**config.mk**
```make
export PLATFORM = sky130hd
export DESIGN_NAME = m10k_stream_reader
export DESIGN_NICKNAME = d
export VERILOG_FILES = /design/src/rtl/m10k_stream_reader.sv
export SDC_FILE = /design/constraint.sdc
export NUM_CORES = 1
export LEC_CHECK = 0
export ABC_AREA = 1
export CORE_MARGIN = 4
export CORE_UTILIZATION = 45
export DETAILED_ROUTE_END_ITERATION = 16
export HOLD_SLACK_MARGIN = 0.15
export PLACE_DENSITY_LB_ADDON = 0.05
export SYNTH_ARGS = -nofsm -noshare
export SYNTH_HDL_FRONTEND = slang
export SYNTH_SLANG_ARGS = --single-unit
```
**constraint.sdc**
```tcl
create_clock -name clk -period 2.93 [get_ports clk]
set_input_delay 0.293 -clock clk [delete_from_list [all_inputs] [get_ports clk]]
set_output_delay 0.293 -clock clk [all_outputs]
set_load 0.03 [all_outputs]
```
**src/rtl/m10k_stream_reader.sv**
```systemverilog
// Streams a contiguous M10K address range out on a valid/ready interface.
// Reads are issued against a credit of 4 words so backpressure never drops data.
module m10k_stream_reader #(
   parameter int DATA_WIDTH = 8,
   parameter int ADDR_WIDTH = 19
) (
   input  logic                  clk,
   input  logic                  reset_n,
   input  logic                  start,
   input  logic [ADDR_WIDTH-1:0] base_addr,
   input  logic [ADDR_WIDTH:0]   length,
   output logic                  busy,
   output logic                  done,
   output logic [ADDR_WIDTH-1:0] raddr,
   input  logic [DATA_WIDTH-1:0] rdata,
   output logic [DATA_WIDTH-1:0] st_data,
   output logic                  st_valid,
   input  logic                  st_ready,
   output logic                  st_sop,
   output logic                  st_eop,
   output logic [1:0]            fsm_state
);

   // Handshake: a word transfers on every clk edge where st_valid & st_ready;
   // once st_valid rises, st_data/st_sop/st_eop hold until that transfer happens.

   localparam int TW = DATA_WIDTH + 2;
   localparam logic [ADDR_WIDTH:0]   ONE_CNT  = 1;
   localparam logic [ADDR_WIDTH-1:0] ONE_ADDR = 1;
   localparam logic [2:0]            ONE3     = 1;

   typedef enum logic [1:0] {
      IDLE   = 2'd0,
      RUN    = 2'd1,
      DRAIN  = 2'd2,
      FINISH = 2'd3
   } state_t;

   state_t state, state_nx;

   logic [ADDR_WIDTH:0] len_q, issued;
   logic                issue, issue_sop, issue_eop;
   logic                pend1, pend2;
   logic [1:0]          tag1, tag2;

   logic [TW-1:0] fifo_mem [4];
   logic [1:0]    wr_ptr, rd_ptr;
   logic [2:0]    fifo_cnt;

   logic          out_valid;
   logic [TW-1:0] out_word;

   logic          handshake, load_ok, from_fifo, from_cap, fifo_push, credit;
   logic [2:0]    occ;
   logic [TW-1:0] cap_word;

   // Words held plus reads whose data has not yet been captured.
   assign occ       = {2'b00, out_valid} + fifo_cnt + {2'b00, pend1} + {2'b00, pend2};
   assign credit    = occ < 3'd4;
   assign handshake = out_valid & st_ready;
   assign load_ok   = ~out_valid | handshake;
   assign from_fifo = load_ok & (fifo_cnt != 3'd0);
   assign from_cap  = load_ok & (fifo_cnt == 3'd0) & pend2;
   assign fifo_push = pend2 & ~from_cap;
   assign cap_word  = {rdata, tag2};

   always_comb begin
      state_nx  = state;
      issue     = 1'b0;
      issue_sop = 1'b0;
      issue_eop = 1'b0;
      case (state)
         IDLE: begin
            if (start) begin
               if (length == '0) begin
                  state_nx = FINISH;
               end else begin
                  issue     = 1'b1;
                  issue_sop = 1'b1;
                  issue_eop = (length == ONE_CNT);
                  state_nx  = (length == ONE_CNT) ? DRAIN : RUN;
               end
            end
         end
         RUN: begin
            if (credit) begin
               issue     = 1'b1;
               issue_eop = ((issued + ONE_CNT) == len_q);
               if (issue_eop) state_nx = DRAIN;
            end
         end
         DRAIN: begin
            if (handshake && out_word[0]) state_nx = FINISH;
         end
         FINISH: state_nx = IDLE;
         default: state_nx = IDLE;
      endcase
   end

   always_ff @(posedge clk) begin
      if (!reset_n) begin
         state     <= IDLE;
         len_q     <= '0;
         issued    <= '0;
         raddr     <= '0;
         pend1     <= 1'b0;
         pend2     <= 1'b0;
         tag1      <= 2'b00;
         tag2      <= 2'b00;
         wr_ptr    <= 2'd0;
         rd_ptr    <= 2'd0;
         fifo_cnt  <= 3'd0;
         out_valid <= 1'b0;
         out_word  <= '0;
      end else begin
         state <= state_nx;
         if (state == IDLE && start) len_q <= length;

         if (issue) begin
            if (state == IDLE) begin
               raddr  <= base_addr;
               issued <= ONE_CNT;
            end else begin
               raddr  <= raddr + ONE_ADDR;
               issued <= issued + ONE_CNT;
            end
         end else if (state == DRAIN && pend1 && tag1[0]) begin
            // Step past the last read so a full sweep leaves raddr at base_addr.
            raddr <= raddr + ONE_ADDR;
         end

         pend1 <= issue;
         tag1  <= {issue_sop, issue_eop};
         pend2 <= pend1;
         tag2  <= tag1;

         if (fifo_push) wr_ptr <= wr_ptr + 2'd1;
         if (from_fifo) rd_ptr <= rd_ptr + 2'd1;
         case ({fifo_push, from_fifo})
            2'b10:   fifo_cnt <= fifo_cnt + ONE3;
            2'b01:   fifo_cnt <= fifo_cnt - ONE3;
            default: fifo_cnt <= fifo_cnt;
         endcase

         if (from_fifo) begin
            out_word  <= fifo_mem[rd_ptr];
            out_valid <= 1'b1;
         end else if (from_cap) begin
            out_word  <= cap_word;
            out_valid <= 1'b1;
         end else if (handshake) begin
            out_valid <= 1'b0;
         end
      end
   end

   always_ff @(posedge clk) begin
      if (fifo_push) fifo_mem[wr_ptr] <= cap_word;
   end

   assign busy      = (state != IDLE);
   assign done      = (state == FINISH);
   assign st_valid  = out_valid;
   assign st_data   = out_word[TW-1:2];
   assign st_sop    = out_valid & out_word[1];
   assign st_eop    = out_valid & out_word[0];
   assign fsm_state = state;

endmodule

```
==> results.cfg, run 1 <==
[yosys]
syn_area_sq_um = 6590
synth-edff-count = 40
postSynthAreaPerCell_sq_um = 7.38
synth_cell_types = 40
synth_top_cell_area_share = 0.264
syn_nets = 958
yosys-top-cells-area = dfxtp_1 (26%), edfxtp_1 (18%), nand2_1 (12%)
synth-seq-cells = 127
syn_inst = 893
synthFlopType = dfxtp_1
yosysWarningCount = 0
yosys.area.top_type = dfxtp_1
synthArstFlopShare = 0
ys_seq_area_frac = 0.446

[floorplanning]
die_area_sq_um = 16700
die_h_microns = 129
start_util = 0.468
core_area_sq_um = 14100
die_w_microns = 129
ios = 85
rows = 43

[place]
globalplace.congestion = 0.887
pre_cts_slack_ps = 239
dpl.hpwl_mm = 11.9
dpl-instance-area_sq_um = 7570
io_buffers = 84

[layout]
most-common-layout-cells = nand2_1 (217), nor2_1 (106), dfxtp_1 (87), inv_1 (84), a21oi_1 (84)
final_area_sq_um = 8140
layout-drive-gt1-share = 0.0781
finalNetCount = 1038
fillCellCount = 1327
layout_commonest_cell = nand2_1
num_antenna_cells = 0
synthToLayoutAreaGrowth_pct = 23.4

[sta]
drv_slew = 0
fin_skew_ps = 7.79
layout_setup_ws_ps = 247
rsz0062_at_grt = false
period_share = 0.916
period_minus_slack_ps = 2680
slew_headroom = 0.193
fmax_ghz = 0.373
tightest_slew_ps = 1210
finalSetupTns_ps = 0
timing.hold.ws_ps = 414
setup_viol = 0
hold_violations = 0

[clock_tree]
clkTransAtPathRegs_ps = 60
clock-sinks = 127
cts_buffers = 17
clockBufferDepth = 2
cts-root-buf = clkbuf_16
cts_resized = 0
post_cts_buffers = 0
postCtsHoldBufs = 0
cts_tree = built
cts_max_level = 4
clk_latency_ps = 420

[drt]
drc = 0
routed_wl_mm = 17.0
ant_nets = 0
vias = 6093
drtIter0Drc = 370
vias_per_cell = 5.23
first_pass_iters = 5
wl_per_cell_microns = 14.6

[critical_path]
required_ps = 3260
critPathMaxFanout = 16
worstPathArrival_ps = 3010
start_kind = register
crit_path_end_kind = register
path_class = reg -> reg

[global_route]
grt_pass1_vias = 5894
antenna_found_initial = 0
groute.usage.overall = 0.213
gr-total-overflow = 0
grt_first_pass_wirelength_mm = 28.3
grt_start_max_net_pins = 56

[power]
powerDensity_nw_per_um2 = 932
ir_worst_vdd_mv = 0.564
leakage_nw = 3.17

[run_status]
status = finished clean

[hold_path]
hold_class = reg -> reg

[flow_run]
drv_cap = 0
==> worst max-delay path, stage by stage, from the launching register on <==
cell     delay [ps]
dfxtp_1         360
fa_1            430
ha_1            280
a31o_2          230
xor2_1          170
nor2_1          110
inv_1           140
nand3_2         300
inv_2           310
nand2_1          90
a21oi_1         160
==> power breakdown <==
part,switching [W],total (W),internal [W],leakage [nW]
clock network,0.000822,0.00202,0.00120,0.273
logic,0.00199,0.00310,0.00111,1.83
registers,0.000303,0.00246,0.00216,1.07
total,0.00311,0.00759,0.00447,3.17
==> registers in the layout, indices dropped and copies added (netlist names), named ones only <==
signal     count
fifo_cnt       3
fifo_mem      40
fsm_state      2
issued        20
len_q         20
out_word      10
pend1          1
pend2          1
raddr         19
rd_ptr         2
st_valid       1
tag1           2
tag2           2
wr_ptr         2
==> final timing paths <==
kind | start | end | slack [ps] | cells past startpoint
max | st_valid | raddr[16] | 250 | 10
min | tag1[1] | tag2[1] | 410 | 2
max reg2reg | st_valid | raddr[16] | 250 | 10
min reg2reg | tag1[1] | tag2[1] | 410 | 2
==> area by class of cell <==
cell class | instances | area (sq um) | area share
Multi-Input combinational cell | 640 | 3120 | 0.383
Clock inverter | 14 | 130 | 0.0160
Sequential cell | 127 | 2940 | 0.362
Clock buffer | 18 | 439 | 0.0540
Timing Repair Buffer | 99 | 948 | 0.117
Inverter | 88 | 333 | 0.0409
Tap cell | 180 | 225 | 0.0277
==> metrics by stage <==
stage,total power (W),util,cells
2_1_floorplan,0.00461,-,893
3_3_place_gp,0.00552,0.537,1134
3_5_place_dp,0.00558,0.537,1134
4_1_cts,0.00763,0.577,1166
5_1_grt,0.00811,0.577,1166
6_report,0.00759,0.577,1166
==> per-layer routing <==
layer / GRT usage / wire (microns) / part of all wire / vias up
li1: - / - / - / 3096
met1: 0.288 / 8120 / 0.48 / 2804
met2: 0.336 / 7690 / 0.45 / 166
met3: 0.0503 / 911 / 0.054 / 27
met4: 0.0772 / 281 / 0.017 / 0
met5: 0 / 0 / 0 / -
==> Yosys cell counts, types with 3 or more instances <==
cell type,number
buf_4,14
a21oi_1,84
buf_2,4
nand3_1,66
clkbuf_1,19
o22ai_1,10
inv_2,3
nand4_1,8
nor2_2,4
nor2_1,106
ha_1,12
nor3_1,5
nor2_4,4
o21ai_0,74
inv_1,84
dfxtp_1,87
nand2_2,6
edfxtp_1,40
nand2_1,217
nand3b_1,9
xor2_1,6
xnor2_1,5
==> cells by family (layout without fill, tap and decap cells) <==
kind of cell	after synthesis	after routing	synth area share
xor+xnor	11	11	0.0146
buf+inv	126	219	0.0805
mux	2	2	0.00304
fa+ha+maj	14	14	0.0288
simple gates	437	437	0.287
compound gates	176	176	0.140
flops	127	127	0.446
(Power assumes the default switching activity.)
==> run 2: changes to the inputs <==
- ABC_AREA: 1 -> default
- CTS_BUF_LIST: default -> sky130_fd_sc_hd__clkbuf_8
==> results.cfg, run 2 <==
[drt]
ant_nets = 0
first_pass_iters = 5
drc = 0
routed_wl_mm = 15.6
vias = 5129
drtIter0Drc = 413
wl_per_cell_microns = 16.8
vias_per_cell = 5.50

[sta]
setup_viol = 0
period_share = 0.942
tightest_slew_ps = 732
fin_skew_ps = 11.1
slew_headroom = 0.512
rsz0062_at_grt = false
hold_violations = 0
period_minus_slack_ps = 2760
fmax_ghz = 0.362
finalSetupTns_ps = 0
drv_slew = 0

[yosys]
synth_top_cell_area_share = 0.278
yosys.area.top_type = dfxtp_1
synth-edff-count = 40
yosys-top-cells-area = dfxtp_1 (28%), edfxtp_1 (19%), a21oi_1 (4.8%)
ys_seq_area_frac = 0.470
syn_nets = 727
syn_inst = 662
postSynthAreaPerCell_sq_um = 9.46
synthArstFlopShare = 0
synthFlopType = dfxtp_1
yosysMostFrequentCell = dfxtp_1
netlist_top_cells_count = dfxtp_1 (87), nand2_1 (73), a21oi_1 (60)
syn_area_sq_um = 6260
synth_cell_types = 60
yosysWarningCount = 0
synth-seq-cells = 127

[critical_path]
r2r_cells = 8
critPathMaxFanout = 7
reg2reg_to = issued[5]
start_kind = register
worstPathArrival_ps = 3140
path_class = reg -> reg
required_ps = 3300
r2r-start = st_valid
crit_path_end_kind = register
r2r_setup_slack_ps = 170

[clock_tree]
cts_buffers = 17
cts_tree = built
clockBufferDepth = 2
clkTransAtPathRegs_ps = 80
cts-root-buf = clkbuf_8
clock-sinks = 127
cts_max_level = 4
clk_latency_ps = 440
postCtsHoldBufs = 0

[power]
leakage_nw = 2.75
ir_worst_vdd_mv = 0.561
finalPower_w = 0.00688
powerDensity_nw_per_um2 = 885

[floorplanning]
die_w_microns = 126
rows = 42
ios = 85
die_h_microns = 126
die_area_sq_um = 15900
core_area_sq_um = 13500
start_util = 0.465

[layout]
top_regs = fifo_mem x40, issued x20, len_q x20
finalNetCount = 809
synthToLayoutAreaGrowth_pct = 24.1
layout-drive-gt1-share = 0.110
most-common-layout-cells = dfxtp_1 (87), clkdlybuf4s50_1 (84), nand2_1 (73), a21oi_1 (59), nor2_1 (58)
layout_commonest_cell = dfxtp_1
num_antenna_cells = 0
top_register = fifo_mem
finalCoreUtilization = 0.577
fillCellCount = 1183
largest_reg_flops = 40

[global_route]
antenna_found_initial = 0
grt_start_max_net_pins = 34
grt_first_pass_wirelength_mm = 25.5
groute.usage.overall = 0.200
gr-total-overflow = 0
grt_pass1_vias = 5077

[place]
dpl.hpwl_mm = 11.0
io_buffers = 84
globalplace.congestion = 0.879

[hold_path]
worstHoldStart = base_addr[1]
hold_path_depth = 3
min_to = raddr[1]
hold_class = in -> reg

[flow_run]
drv_cap = 0

[run_status]
status = finished clean
## run 2: cell count changes after synthesis, moves of 10 or more
cell      change
a21oi_1      -24
nand3_1      -48
inv_1        -71
and2_1       +10
clkbuf_1     +14
nor2_1       -48
xnor2_1      +14
mux4_2       +10
nor3_1       +16
o21ai_0      -35
a211oi_1     +12
mux2i_1      +11
nand2_1     -144
xor2_1       +13
## run 2: repair_timing
item / CTS / global route
buffers inserted: 0 / 1
setup endpoints to repair: 0 / 3
gates resized for setup: 0 / 1
## run 2: final cells by class
type,instances,area (sq um),share of cell area
multi-input cells,474,3060,0.394
inverters,14,52.6,0.00677
clock buffers,18,248,0.0319
repair buffers,110,1100,0.141
flip-flops and latches,127,2940,0.379
well taps,176,220,0.0284
clock inverters,14,143,0.0184
## run 2: per-stage QoR
stage | instances | instance area, sq um | hold WS, ps | setup slack (ps)
after CTS | 932 | 7750 | 391 | 48.4
final | 933 | 7770 | 424 | 170
after detailed placement | 900 | 7360 | 427 | 83.0
after global placement | 900 | 7360 | 428 | 102
after global routing | 933 | 7770 | 422 | 15.2
after floorplan | 662 | 6260 | 392 | 120
## run 2: cell families (layout without fill, tap and decap cells)
family	after synthesis	in the layout	synth area share
buffers and inverters	61	156	0.0422
adders and majority gates	14	14	0.0304
muxes	24	24	0.0586
and+or+nand+nor	252	252	0.206
AOI/OAI and AO/OA	146	146	0.140
xor gates and xnor gates	38	38	0.0532
DFF	127	127	0.470
## run 2: layer usage
| metal | vias up | global-route usage | share of wire |
|---|---|---|---|
| met2 | 140 | 0.321 | 0.48 |
| met4 | 0 | 0.0568 | 0.014 |
| met5 | - | 0 | 0 |
| met1 | 2434 | 0.266 | 0.45 |
| li1 | 2535 | - | - |
| met3 | 20 | 0.0546 | 0.055 |
## run 2: worst max-delay path by stage
stage / from / end / slack, ps
2_1_floorplan: st_valid / raddr[1] / 120
3_3_place_gp: st_valid / tag1[0] / 100
3_5_place_dp: st_valid / tag1[0] / 80
4_1_cts: st_valid / tag1[0] / 50
5_1_grt: st_valid / issued[12] / 20
6_report: st_valid / issued[5] / 170
## run 2: worst max-delay path, stage by stage (launching register included)
cell and delay [ps]:
dfxtp_1 360, fa_1 430, ha_1 280, a31oi_1 210
xor2_1 280, buf_4 170, nand3_1 230, or4_1 570
a21oi_1 160
## run 2: report_power, final
part,switching (W),internal [W],leakage (nW),total (W)
clock,0.000727,0.000777,0.200,0.00150
sequential,0.000291,0.00213,1.08,0.00242
combinational,0.00166,0.00130,1.47,0.00296
==> variant, RTL diff (config.mk and constraints of run 1) <==
Set the parameter `ADDR_WIDTH` to 21 (it was 19).
--- a/src/rtl/m10k_stream_reader.sv
+++ b/src/rtl/m10k_stream_reader.sv
@@ -4,3 +4,3 @@
    parameter int DATA_WIDTH = 8,
-   parameter int ADDR_WIDTH = 19
+   parameter int ADDR_WIDTH = 21
 ) (
Interface: changed (resized base_addr, length and raddr); port bits go from 85 to 91. The function was not compared with the original's and may differ.
==> variant against run 1 <==
Wire length grew 5.9%; area after synthesis grew 6.9%; cell area grew 7.2%; largest power group unchanged; final cell count grew 8.1%; global-route usage shrank 0.85 points; worst setup slack lost 0.0049 ns; non-clock buffer count grew 12; combinational power grew 5%; synthesized cell count grew 6.2%; critical path type unchanged; power grew 4.0%; sequential cell count grew 6.
==> variant: results (changes against run 1) <==
crit_family: "simple AND/OR/NAND/NOR gates"
hold_path.class: "in -> reg"
dp_cells: 1228  # +8.3%
coreArea_mm2: 0.0153  # +8.2%
rr_worst_depth: 12  # +2
nets: 1105  # +6.5%
antenna_cells: 0  # unchanged
synthArstFlopShare: 0  # unchanged
grt_max_degree: 63  # +13%
top_regs: "fifo_mem (40), issued (22), len_q (22)"
pre_cts_slack_ns: 0.134  # -0.105 ns
syn_avg_cell_area_um2: 7.44  # +0.72%
clock.fmax_ghz: 0.372  # -0.18%
worst_pin_slew_ns: 0.634  # -0.576 ns
drt_iter0_drc: 463  # +25%
fillers: 1430  # +7.8%
grt_pass1_vias: 5993  # +1.7%
synthDistinctLibCells: 42  # +5.0%
place_area_mm2: 0.00815  # +7.7%
status: "finished clean"
final_cells: 1260  # +8.1%
grt-ovfl-total: 0  # unchanged
portBuffers: 90  # +7.1%
routabilityCongestion: 0.861  # -2.9%
dp_hpwl_um: 12600  # +5.8%
synth-seq-area-share: 0.434  # -0.0119
endpoint: "raddr[4]"
crit_start: "st_valid"
worst_path_largest_cell_delay_ns: 0.42
cts_root_buffer: "clkbuf_16"
antenna_found_initial: 0  # unchanged
grt_pass1_wl_um: 29600  # +4.7%
sw_frac_of_total: 0.408  # -0.00225
clk_pin_slew_ns: 0.06  # about the same
leakagePower_nw: 3.47  # +9.2%
synth_nets: 1017  # +6.2%
ys_top_cells_by_count: "nand2_1, nor2_1, dfxtp_1"
wire_per_inst_um: 14.3  # -2.0%
hold_slack_ns: 0.376  # -0.0382 ns
synth-edff-count: 40  # unchanged
clock_skew_ns: 0.0143  # +0.00655 ns
cts_made_buffers: 17  # unchanged
drive_above_1_share: 0.0848  # +0.00675
crit_arrival_ns: 3.00  # about the same
drt_first_pass_iters: 5  # unchanged
synth_area_leaders: "dfxtp_1, edfxtp_1, nand2_1, nor2_1, o21ai_0"
cp_max_fo: 14  # -2
num_vias: 6404  # +5.1%
ir_worst_vdd_uv: 513  # -9.1%
slowest_stage: "fa_1"
grtUsageTotal: 0.205  # -0.00853
clk_path_buf_depth: 2  # unchanged
variant: cell count changes after synthesis, sizes merged, moves of 4 or more:
cell / run 1 / this run
o21ai: 77 / 91
nand2: 225 / 218
xor2: 6 / 11
nand4: 8 / 12
nor2: 114 / 133
dfxtp: 87 / 93
variant: power groups by stage:
stage	Combinational, mW	Clock [mW]	Sequential, mW
after floorplan	2.08	0	2.77
after CTS	3.29	2.08	2.59
after global routing	3.67	2.16	2.64
final	3.26	2.04	2.59
after detailed placement	3.27	0	2.62
after global placement	3.25	0	2.62
variant: how the worst min path moves through the flow:
| stage | depth (start not counted) | endpoint | startpoint |
|---|---|---|---|
| after CTS | 3 | issued[20] | reset_n |
| after detailed placement | 2 | tag2[1] | tag1[1] |
| after global placement | 2 | tag2[1] | tag1[1] |
| after floorplan | 2 | tag2[1] | tag1[1] |
| after global routing | 3 | issued[16] | reset_n |
| final | 3 | issued[20] | reset_n |
variant: layer usage:
metal / vias to the layer above / wire length, µm / global-route usage
li1: 3296 / - / -
met1: 2942 / 8910 / 0.291
met2: 153 / 8020 / 0.321
met3: 13 / 908 / 0.0381
met4: 0 / 161 / 0.0577
met5: - / 0 / 0
variant: layout make-up:
class                      count  area, µm²  area share
clock buffer                  19        443      0.0508
timing repair buffer         111       1050       0.121
inverter                      93        354      0.0406
clock inverter                13        125      0.0143
tap                          211        264      0.0303
multi-input combinational    680       3420       0.392
sequential                   133       3060       0.351
variant: cells by family after synthesis:
family / Yosys count / synth area share
flip-flops: 133 / 0.434
AND/OR/NAND/NOR: 453 / 0.285
buffers and inverters: 135 / 0.0806
adder cells (fa/ha/maj): 14 / 0.0270
multiplexers: 3 / 0.00426
AO/OA/AOI/OAI: 190 / 0.140
XOR/XNOR: 20 / 0.0291
